File: config.mk
export PLATFORM = sky130hd
export DESIGN_NAME = mole_game_ctrl
export DESIGN_NICKNAME = d
export VERILOG_FILES = /design/src/rtl/mole_game_ctrl.sv
export SDC_FILE = /design/constraint.sdc
export NUM_CORES = 1
export LEC_CHECK = 0
export ABC_CLOCK_PERIOD_IN_PS = 2450
export CAP_MARGIN = 20
export CORE_MARGIN = 5
export CORE_UTILIZATION = 55
export DETAILED_ROUTE_END_ITERATION = 16
export GPL_ROUTABILITY_DRIVEN = 1
export PLACE_DENSITY = 0.75
export SLEW_MARGIN = 15
export SYNTH_ARGS = -nofsm -noshare
export SYNTH_HDL_FRONTEND = slang
export SYNTH_SLANG_ARGS = --single-unit
export TNS_END_PERCENT = 50
File: constraint.sdc
create_clock -name clk -period 2.45 [get_ports clk]
set_input_delay 0.49 -clock clk [delete_from_list [all_inputs] [get_ports clk]]
set_output_delay 0.49 -clock clk [all_outputs]
set_load 0.005 [all_outputs]
File: src/rtl/mole_game_ctrl.sv
// mole_game_ctrl: whack-a-mole game sequencer.
// A game is a fixed number of rounds. Each round waits GAP_TICKS timebase
// strobes, then shows a mole at a pseudo-random slot for up to MOLE_TICKS
// strobes. A press on the mole's slot scores a hit; a press elsewhere, or
// letting the mole time out, signals a wrong guess. Score is kept as two BCD
// digits and saturates at 99.
// Optional feature macro: MOLE_MISS_PENALTY_EN -- when defined, every
// guess_wrong pulse also takes one point off the score (never below 00).
// Reset (rst) is asynchronous and active-low.

module mole_game_ctrl #(
    parameter int unsigned MOLE_TICKS = 750,
    parameter int unsigned GAP_TICKS  = 250,
    parameter int unsigned ROUNDS     = 30
) (
    input  logic       clk,
    input  logic       rst,
    input  logic       tick,
    input  logic       start,
    input  logic       btn_valid,
    input  logic [2:0] btn_pos,
    output logic [2:0] mole_position,
    output logic       mole_visible,
    output logic       guess_correct,
    output logic       guess_wrong,
    output logic [3:0] digit_1,
    output logic [3:0] digit_2,
    output logic       game_over
);

    // The tick counter only ever has to reach the larger of the two windows.
    localparam int unsigned MAX_TICKS = (MOLE_TICKS > GAP_TICKS) ? MOLE_TICKS : GAP_TICKS;
    localparam int unsigned CW        = (MAX_TICKS < 2) ? 1 : $clog2(MAX_TICKS);

    localparam logic [CW-1:0] MOLE_LAST  = CW'(MOLE_TICKS - 1);
    localparam logic [CW-1:0] GAP_LAST   = CW'(GAP_TICKS - 1);
    localparam logic [8:0]    ROUND_LAST = 9'(ROUNDS);
    localparam logic [7:0]    LFSR_SEED  = 8'hA5;

    typedef enum logic [1:0] {
        S_IDLE = 2'd0,
        S_GAP  = 2'd1,
        S_SHOW = 2'd2,
        S_DONE = 2'd3
    } state_e;

    state_e        state_q, state_d;
    logic [CW-1:0] tick_cnt_q, tick_cnt_d;
    logic [7:0]    round_q, round_d;
    logic [7:0]    score_q, score_d;
    logic [7:0]    lfsr_q, lfsr_d;
    logic [2:0]    mole_position_q, mole_position_d;
    logic          mole_visible_q, mole_visible_d;
    logic          guess_correct_q, guess_correct_d;
    logic          guess_wrong_q, guess_wrong_d;
    logic          game_over_q, game_over_d;

    logic          hit_s;
    logic          wrong_press_s;
    logic          timeout_s;
    logic          gap_done_s;
    logic          show_exit_s;
    logic          last_round_s;
    logic [2:0]    new_pos_s;
    logic [7:0]    score_hit_s;
    logic [7:0]    score_miss_s;

    // BCD +1 on a two-digit score, holding at 99.
    function automatic logic [7:0] bcd_inc(input logic [7:0] v);
        logic [7:0] r;
        if (v == 8'h99) begin
            r = v;
        end else if (v[3:0] == 4'd9) begin
            r = {v[7:4] + 4'd1, 4'd0};
        end else begin
            r = {v[7:4], v[3:0] + 4'd1};
        end
        return r;
    endfunction

    // BCD -1 on a two-digit score, holding at 00.
    function automatic logic [7:0] bcd_dec(input logic [7:0] v);
        logic [7:0] r;
        if (v == 8'h00) begin
            r = v;
        end else if (v[3:0] == 4'd0) begin
            r = {v[7:4] - 4'd1, 4'd9};
        end else begin
            r = {v[7:4], v[3:0] - 4'd1};
        end
        return r;
    endfunction

    // Fold the 3-bit random value onto the five slots and avoid showing the
    // mole twice in a row at the same slot.
    function automatic logic [2:0] pick_pos(input logic [2:0] raw, input logic [2:0] prev);
        logic [2:0] m;
        if (raw >= 3'd5) begin
            m = raw - 3'd5;
        end else begin
            m = raw;
        end
        if (m == prev) begin
            if (m == 3'd4) begin
                m = 3'd0;
            end else begin
                m = m + 3'd1;
            end
        end else begin
            m = m;
        end
        return m;
    endfunction

    assign score_hit_s = bcd_inc(score_q);
`ifdef MOLE_MISS_PENALTY_EN
    assign score_miss_s = bcd_dec(score_q);
`else
    assign score_miss_s = score_q;
`endif

    // Decode the events of the current cycle; a press always wins over a timeout.
    always_comb begin
        hit_s         = (state_q == S_SHOW) && btn_valid && (btn_pos == mole_position_q);
        wrong_press_s = (state_q == S_SHOW) && btn_valid && (btn_pos != mole_position_q);
        timeout_s     = (state_q == S_SHOW) && !btn_valid && tick && (tick_cnt_q == MOLE_LAST);
        gap_done_s    = (state_q == S_GAP) && tick && (tick_cnt_q == GAP_LAST);
        show_exit_s   = hit_s || timeout_s;
        last_round_s  = ({1'b0, round_q} + 9'd1) == ROUND_LAST;
        new_pos_s     = pick_pos(lfsr_q[2:0], mole_position_q);
    end

    // State register.
    always_ff @(posedge clk or negedge rst) begin
        if (!rst) begin
            state_q <= S_IDLE;
        end else begin
            state_q <= state_d;
        end
    end

    // Next-state logic.
    always_comb begin
        state_d = state_q;
        case (state_q)
            S_IDLE, S_DONE: begin
                if (start) begin
                    state_d = S_GAP;
                end else begin
                    state_d = state_q;
                end
            end
            S_GAP: begin
                if (gap_done_s) begin
                    state_d = S_SHOW;
                end else begin
                    state_d = S_GAP;
                end
            end
            S_SHOW: begin
                if (show_exit_s) begin
                    state_d = last_round_s ? S_DONE : S_GAP;
                end else begin
                    state_d = S_SHOW;
                end
            end
            default: begin
                state_d = S_IDLE;
            end
        endcase
    end

    // Output and datapath next values; pulses default low every cycle.
    always_comb begin
        tick_cnt_d      = tick_cnt_q;
        round_d         = round_q;
        score_d         = score_q;
        mole_position_d = mole_position_q;
        mole_visible_d  = mole_visible_q;
        game_over_d     = game_over_q;
        guess_correct_d = 1'b0;
        guess_wrong_d   = 1'b0;
        lfsr_d          = {lfsr_q[6:0], lfsr_q[7] ^ lfsr_q[5] ^ lfsr_q[4] ^ lfsr_q[3]};
        case (state_q)
            S_IDLE, S_DONE: begin
                if (start) begin
                    tick_cnt_d     = '0;
                    round_d        = 8'd0;
                    score_d        = 8'h00;
                    mole_visible_d = 1'b0;
                    game_over_d    = 1'b0;
                end else begin
                    mole_visible_d = 1'b0;
                end
            end
            S_GAP: begin
                if (gap_done_s) begin
                    tick_cnt_d      = '0;
                    mole_position_d = new_pos_s;
                    mole_visible_d  = 1'b1;
                end else if (tick) begin
                    tick_cnt_d = tick_cnt_q + {{(CW-1){1'b0}}, 1'b1};
                end else begin
                    tick_cnt_d = tick_cnt_q;
                end
            end
            S_SHOW: begin
                if (hit_s) begin
                    guess_correct_d = 1'b1;
                    score_d         = score_hit_s;
                    mole_visible_d  = 1'b0;
                    tick_cnt_d      = '0;
                    round_d         = round_q + 8'd1;
                    game_over_d     = last_round_s;
                end else if (wrong_press_s) begin
                    guess_wrong_d = 1'b1;
                    score_d       = score_miss_s;
                end else if (timeout_s) begin
                    guess_wrong_d  = 1'b1;
                    score_d        = score_miss_s;
                    mole_visible_d = 1'b0;
                    tick_cnt_d     = '0;
                    round_d        = round_q + 8'd1;
                    game_over_d    = last_round_s;
                end else if (tick) begin
                    tick_cnt_d = tick_cnt_q + {{(CW-1){1'b0}}, 1'b1};
                end else begin
                    tick_cnt_d = tick_cnt_q;
                end
            end
            default: begin
                tick_cnt_d      = '0;
                round_d         = 8'd0;
                score_d         = 8'h00;
                mole_position_d = 3'd0;
                mole_visible_d  = 1'b0;
                game_over_d     = 1'b0;
            end
        endcase
    end

    // Datapath and output registers.
    always_ff @(posedge clk or negedge rst) begin
        if (!rst) begin
            tick_cnt_q      <= '0;
            round_q         <= 8'd0;
            score_q         <= 8'h00;
            lfsr_q          <= LFSR_SEED;
            mole_position_q <= 3'd0;
            mole_visible_q  <= 1'b0;
            guess_correct_q <= 1'b0;
            guess_wrong_q   <= 1'b0;
            game_over_q     <= 1'b0;
        end else begin
            tick_cnt_q      <= tick_cnt_d;
            round_q         <= round_d;
            score_q         <= score_d;
            lfsr_q          <= lfsr_d;
            mole_position_q <= mole_position_d;
            mole_visible_q  <= mole_visible_d;
            guess_correct_q <= guess_correct_d;
            guess_wrong_q   <= guess_wrong_d;
            game_over_q     <= game_over_d;
        end
    end

    assign mole_position = mole_position_q;
    assign mole_visible  = mole_visible_q;
    assign guess_correct = guess_correct_q;
    assign guess_wrong   = guess_wrong_q;
    assign digit_1       = score_q[7:4];
    assign digit_2       = score_q[3:0];
    assign game_over     = game_over_q;

endmodule

==> results.ini, run 1 <==
[drt]
wl_per_cell_um=14.38
drt_iter0_markers=191
num_vias=2225
first_pass_iters=4
ant_nets=0
drc=0
vias_per_cell=5.965
drt-total-wl_um=5363

[setup_path]
path_depth=8
setup.worst_path.end_class=flip-flop
crit_path_cell_trace=inv_1 -> ha_1 -> a211o_1 -> inv_1 -> ha_1 -> nand2_1 -> or4_1 -> a31oi_1
crit_type=reg -> reg
reg2reg_slack_ns=0.18
critPathTopFamily=flip-flops
critPathSlowestCell=dfstp_2
timing.critical_path.from=lfsr_q[0]$_DFF_PN1_
crit_required_ns=2.66
cp.arrival_ns=2.47
critPathBufInv=2
worst_path_largest_cell_delay_ns=0.57
cp-start-kind=flip-flop
reg2regPathDepth=8
crit_fanout=6
r2r_start=lfsr_q[0]$_DFF_PN1_

[clocking]
cts_htree_levels=2
cts_tree=built
post_cts_buffers=0
cts_buffer_depth=2
clock-sinks=43
cts-resized-gates=0
hold_buffers=0
clock-root-buffer=clkbuf_8
clk_pin_slew_ns=0.07
insertion_delay_ns=0.29
numCtsBuffers=5

[sta]
setup-tns-final_ns=0
fin_worst_skew_ns=0.01066
setup_viol=0
hold_ws_ns=0.1250
rsz0062_at_grt=no
relSlewSlack=0.6637
max_freq_mhz=441.0
finalCritPeriodShare=0.9255
slew_viol_final=0
post-route-min-period_ns=2.268
hold_violations=0
worst_slew_pin_slew_ns=0.5011

[floorplanning]
dieArea_um2=6283
initial_utilization=0.5624
row_count=25
dieWidth_um=79.27
die_h_um=79.27
io_pins=23
coreArea_um2=4692

[power_and_ir_drop]
ir_drop_mv=0.5951
cellPowerDensity_nw_per_um2=675.6
leakage_nw=1.356

[synthesis]
synthArstFlopShare=1.000
synth_edf_count=0
post_synth_xor_area_fraction=0.04979
synth_nets=304
ys_ff_latch=43
synthFlopType=dfrtp_1
ys_seq_area_frac=0.4097
syn_area_per_cell_um2=9.357
synth_top_family_by_area=simple AND/OR/NAND/NOR gates
synth.area.top_cells=dfrtp_1 (37%), ha_1 (6.6%), nand2_1 (4.3%), dfstp_2 (4.0%), xnor2_1 (3.7%)
synth_cell_type_count=59
netlist_area_um2=2639
yosysTopAreaCell=dfrtp_1
synth_warnings=0
synth_cells=282
yosys.area_share.simple=0.2266
synthMuxAreaShare=0.008061
synth_fa_ha_area_frac=0.06638
synth_top_area_frac=0.3698
synth_compound_area_frac=0.1930

[placement]
dp_hpwl_um=3999
placed_area_um2=2990
place_inst=365
gp_congestion=0.8702
io_buffer_count=22

[global_route]
grt_pass1_wl_um=9425
grt_pass1_vias=2089
grt_overflow=0
track_usage=0.1856
grt_start_max_net_pins=26
antenna_found_initial=0

[finish]
area_growth_pct=16.79
layout-drive-gt1-share=0.1129
final_area_um2=3082
final_cells=373
finish.utilization=0.6568
layout.nets=340
diodes=0

[flow_run]
cap_violations=0

[worst_hold_path]
hp-class=in -> async

[status]
outcome=completed

## worst paths after layout
kind,to
max in group asynchronous,tick_cnt_q[3]$_DFFE_PN0P_
min in group clk,lfsr_q[7]$_DFF_PN1_
setup reg to reg,mole_position[2]$_DFFE_PN0P_
hold reg to reg,lfsr_q[7]$_DFF_PN1_
setup / recovery,mole_position[2]$_DFFE_PN0P_
hold / removal,tick_cnt_q[9]$_DFFE_PN0P_
## cells by family after synthesis
| kind of cell | Yosys count |
|---|---|
| flip-flops | 43 |
| multiplexers | 2 |
| buffers and inverters | 28 |
| AND/OR/NAND/NOR | 111 |
| adder cells (fa/ha/maj) | 14 |
| AO/OA/AOI/OAI | 69 |
| XOR/XNOR | 15 |
## cells in the final DEF, fill, tap and decap left out, types with 3 or more instances in the layout
cell type	n
dfrtp_1	39
nand2_1	30
clkdlybuf4s50_1	21
inv_1	18
buf_4	16
nor2_1	15
o21ai_0	14
ha_1	14
nand3_1	12
xnor2_1	11
nand4_1	8
a22o_1	7
nand2b_1	6
o211ai_1	6
clkbuf_8	6
o21ai_1	5
a21o_1	5
and3_1	5
nor3_1	4
xor2_1	4
a31oi_1	4
and2_1	4
a21oi_1	4
or3_1	4
dfstp_2	4
and4_1	3
or2_2	3
nand3b_1	3
nor4_1	3
o311ai_0	3
## per-layer routing
metal | GRT usage | part of all wire
met1 | 0.2487 | 0.48
met2 | 0.3039 | 0.48
met3 | 0.03401 | 0.038
met4 | 0.05842 | 0.0071
met5 | 0 | 0
## cell type report
type	instances	area, um2
Inverter	19	71.32
Clock buffer	7	86.33
Multi-Input combinational cell	211	1435
Sequential cell	43	1081
Timing Repair Buffer	38	335.3
Tap cell	54	67.56
Fill cell	392	1610
Clock inverter	1	5.005
## power breakdown
| part | leakage [nW] | internal [mW] | switching [mW] |
|---|---|---|---|
| clock | 0.0482 | 0.228 | 0.230 |
| combinational | 0.727 | 0.336 | 0.511 |
| sequential | 0.580 | 0.745 | 0.0321 |
## state kept, by name, indices dropped and copies added, names as in the netlist
signal         cells
guess_correct      1
tick_cnt_q        10
mole_visible       1
round_q            8
guess_wrong        1
mole_position      3
score_miss_s       8
lfsr_q             8
state_q            2
game_over          1
## cells in the mapped netlist, types with 5 or more instances
cell type	count
inv_1	18
nand2_1	30
clkbuf_1	5
o21ai_0	14
dfrtp_1	39
nand3_1	12
o21ai_1	5
nand2b_1	6
o211ai_1	6
xnor2_1	11
a22o_1	7
ha_1	14
a21o_1	5
and3_1	5
nand4_1	8
nor2_1	15
## per-stage QoR
stage / worst slack, ns / power [mW]
6_report: 0.1824 / 2.082
3_3_place_gp: 0.07731 / 1.627
4_1_cts: 0.1696 / 2.099
3_5_place_dp: 0.05463 / 1.634
2_1_floorplan: 0.3487 / 1.383
5_1_grt: 0.08014 / 2.237
Note: power is estimated with default switching activity, not from simulation.
==> run 2, diff against run 1 <==
--- a/config.mk
+++ b/config.mk
@@ -5,6 +5,7 @@
 export SDC_FILE = /design/constraint.sdc
 export NUM_CORES = 1
 export LEC_CHECK = 0
+export ABC_AREA = 1
 export ABC_CLOCK_PERIOD_IN_PS = 2450
 export CAP_MARGIN = 20
 export CORE_MARGIN = 5
==> run 2 against run 1 <==
Net effect:
- total power down 25%
- global-route usage down 0.32 points
- fmax up 8.3%
- sequential share of layout area up 1.1 points
- first-iteration DRC count down 43%
- combinational power down 66%
- non-clock buffer count down 13
- clock power down 5.0%
- clock-buffer cell count down 1
- wire length down 2.1%
- setup slack better by 0.17 ns
- clock skew down 0.0030 ns
- critical endpoint is now game_over$_DFFE_PN0P_
- largest power group is now sequential cells
==> results.ini, run 2 <==
[setup_path]
crit_required_ns=2.62  ; -0.04 ns
crit_fanout=13  ; +7
reg2reg_slack_ns=0.36  ; +0.17 ns
crit_path_cell_trace=inv_1 -> ha_1 -> inv_1 -> nor3_1 -> nand3_1 -> nand3_2 -> nand3_2 -> nand2_1 -> o21ai_2
reg2regPathDepth=9  ; +1
critPathSlowestCell=dfrtp_1
critPathTopFamily=simple AND/OR/NAND/NOR gates
cp-start-kind=flip-flop
r2r_start=state_q[0]$_DFFE_PN0P_
setup.worst_path.end_class=flip-flop
cp.arrival_ns=2.27  ; -0.20 ns
critPathBufInv=2  ; unchanged
crit_type=reg -> reg
worst_path_largest_cell_delay_ns=0.40  ; -0.17 ns
reg2reg_to=game_over$_DFFE_PN0P_

[global_route]
track_usage=0.1824  ; -0.003215
grt_pass1_wl_um=9246  ; -1.9%
grt_start_max_net_pins=44  ; +69%
antenna_found_initial=0  ; unchanged
grt_pass1_vias=2137  ; +2.3%
grt_overflow=0  ; unchanged

[synthesis]
netlist_area_um2=2624  ; -0.57%
synth_cells=349  ; +24%
synth_most_common_cell=nand2_1
syn_area_per_cell_um2=7.518  ; -20%
synthTopCellsByCount=nand2_1 (106), inv_1 (44), dfrtp_1 (39)
synthArstFlopShare=1.000  ; unchanged
synth_edf_count=0  ; unchanged
synth_nets=371  ; +22%
synthFlopType=dfrtp_1
synth.area.top_cells=dfrtp_1 (37%), nand2_1 (15%), nand3_1 (6.9%), ha_1 (6.7%), inv_1 (6.3%)
ys_seq_area_frac=0.4120  ; +0.002344
synth_cell_type_count=30  ; -49%
yosysTopAreaCell=dfrtp_1
ys_ff_latch=43  ; unchanged
synth_top_area_frac=0.3720  ; +0.002116
synth_warnings=0  ; unchanged

[power_and_ir_drop]
leakage_nw=1.438  ; +6.1%
ir_drop_mv=0.4998  ; -16%
cellPowerDensity_nw_per_um2=521.3  ; -23%

[finish]
largest_register_ffs=10  ; unchanged
mostFrequentLayoutCells=nand2_1 (106), inv_1 (44), dfrtp_1 (39)
final_common_cell=nand2_1
diodes=0  ; unchanged
final_area_um2=2987  ; -3.1%
final_cells=431  ; +16%
layout.nets=398  ; +17%
top_register=tick_cnt_q
layout-drive-gt1-share=0.06897  ; -0.04389
area_growth_pct=13.83

[drt]
drt-total-wl_um=5249  ; -2.1%
first_pass_iters=5  ; +1
num_vias=2242  ; +0.76%
drt_iter0_markers=108  ; -43%
wl_per_cell_um=12.18  ; -15%
vias_per_cell=5.202  ; -13%
drc=0  ; unchanged
ant_nets=0  ; unchanged

[clocking]
clk_pin_slew_ns=0.08  ; about the same
cts-resized-gates=0  ; unchanged
numCtsBuffers=5  ; unchanged
insertion_delay_ns=0.29  ; about the same
cts_tree=built
hold_buffers=0  ; unchanged
cts_buffer_depth=2  ; unchanged
clock-sinks=43  ; unchanged
post_cts_buffers=0  ; unchanged
cts_htree_levels=2  ; unchanged
clock-root-buffer=clkbuf_8

[sta]
max_freq_mhz=477.6  ; +8.3%
rsz0062_at_grt=no
setup_viol=0  ; unchanged
fin_worst_skew_ns=0.007672  ; -0.002983 ns
slew_viol_final=0  ; unchanged
setup-tns-final_ns=0  ; unchanged
post-route-min-period_ns=2.094  ; -0.1736 ns
finalCritPeriodShare=0.8547  ; -0.07086
relSlewSlack=0.6475  ; -0.01627
worst_slew_pin_slew_ns=0.5288  ; +0.02776 ns
hold_violations=0  ; unchanged

[floorplanning]
dieWidth_um=79.07  ; -0.25%
coreArea_um2=4692  ; unchanged
dieArea_um2=6252  ; -0.49%
die_h_um=79.07  ; -0.25%
initial_utilization=0.5592  ; -0.003200
io_pins=23  ; unchanged
row_count=25  ; unchanged

[worst_hold_path]
hp-class=in -> async

[placement]
gp_congestion=0.8684  ; -0.21%
placed_area_um2=2902  ; -3.0%
dp_hpwl_um=3899  ; -2.5%
io_buffer_count=22  ; unchanged
place_inst=423  ; +16%

[flow_run]
cap_violations=0  ; unchanged

[status]
outcome=completed

-- run 2: changes by cell type after synthesis, sizes merged, moves of 5 or more --
cell	delta
nor2	+7
a21oi	+6
a22o	-7
nand2b	-6
nand3	+26
o211ai	-6
inv	+27
clkbuf	-5
a21o	-5
nand2	+78
o21ai	+8
-- run 2: cell families (layout without fill, tap and decap cells) --
family          Yosys count  count (layout)  synth area share
simple gates            188             188            0.3100
buf+inv                  50              78           0.07487
flops                    43              43            0.4120
compound gates           40              40           0.08918
fa+ha+maj                14              14           0.06676
xor+xnor                 13              13           0.04340
mux                       1               1          0.003815
-- run 2: how the worst max path moves through the flow --
stage,cells past startpoint,slack [ns],end,start
2_1_floorplan,14,0.67,mole_position[2]$_DFFE_PN0P_,lfsr_q[0]$_DFF_PN1_
3_3_place_gp,8,0.25,round_q[7]$_DFFE_PN0P_,tick
4_1_cts,9,0.35,round_q[5]$_DFFE_PN0P_,state_q[0]$_DFFE_PN0P_
6_report,9,0.36,game_over$_DFFE_PN0P_,state_q[0]$_DFFE_PN0P_
5_1_grt,9,0.17,round_q[0]$_DFFE_PN0P_,state_q[0]$_DFFE_PN0P_
3_5_place_dp,8,0.14,round_q[0]$_DFFE_PN0P_,tick
-- run 2: metrics by stage --
| step | hold WS (ns) | total power [mW] | worst slack (ns) | utilization |
|---|---|---|---|---|
| final | 0.2573 | 1.557 | 0.3560 | 0.6365 |
| after global routing | 0.3026 | 1.662 | 0.1697 | 0.6365 |
| after floorplan | 0.1944 | 1.020 | 0.6733 | - |
| after CTS | 0.2728 | 1.571 | 0.3476 | 0.6365 |
| after detailed placement | 0.3410 | 1.130 | 0.1439 | 0.6184 |
| after global placement | 0.3437 | 1.124 | 0.2487 | 0.6184 |
-- run 2: cell type report --
type / count / area, um2
fillers: 422 / 1705
repair buffers: 25 / 237.7
flip-flops and latches: 43 / 1081
well taps: 54 / 67.56
clock buffers: 6 / 72.57
inverters: 45 / 168.9
clock inverters: 2 / 12.51
multi-input cells: 256 / 1346
-- run 2: where the power goes --
part | internal (mW) | switching [mW] | total (mW)
combinational | 0.119 | 0.168 | 0.287
sequential | 0.767 | 0.0683 | 0.835
clock | 0.199 | 0.235 | 0.435
total | 1.08 | 0.472 | 1.56
-- run 2: worst reg2reg max path: stages (launching register included) --
cell	delay, ns
dfrtp_1	0.40
inv_1	0.06
ha_1	0.33
inv_1	0.17
nor3_1	0.20
nand3_1	0.16
nand3_2	0.15
nand3_2	0.27
nand2_1	0.17
o21ai_2	0.06
-- run 2: layer usage --
| layer | vias to the layer above | GRT usage | wire length [um] |
|---|---|---|---|
| met5 | - | 0 | 0 |
| met4 | 0 | 0.05670 | 24 |
| met3 | 2 | 0.03515 | 175 |
| met2 | 35 | 0.3005 | 2527 |
| met1 | 1026 | 0.2429 | 2522 |
| li1 | 1179 | - | - |
==> run 3, diff against run 2 <==
--- a/config.mk
+++ b/config.mk
@@ -10,6 +10,7 @@
 export CAP_MARGIN = 20
 export CORE_MARGIN = 5
 export CORE_UTILIZATION = 55
+export CTS_CLUSTER_SIZE = 20
 export DETAILED_ROUTE_END_ITERATION = 16
 export GPL_ROUTABILITY_DRIVEN = 1
 export PLACE_DENSITY = 0.75
==> results of run 3 <==
No change in the layout: final DEF, timing and power equal those of run 2.
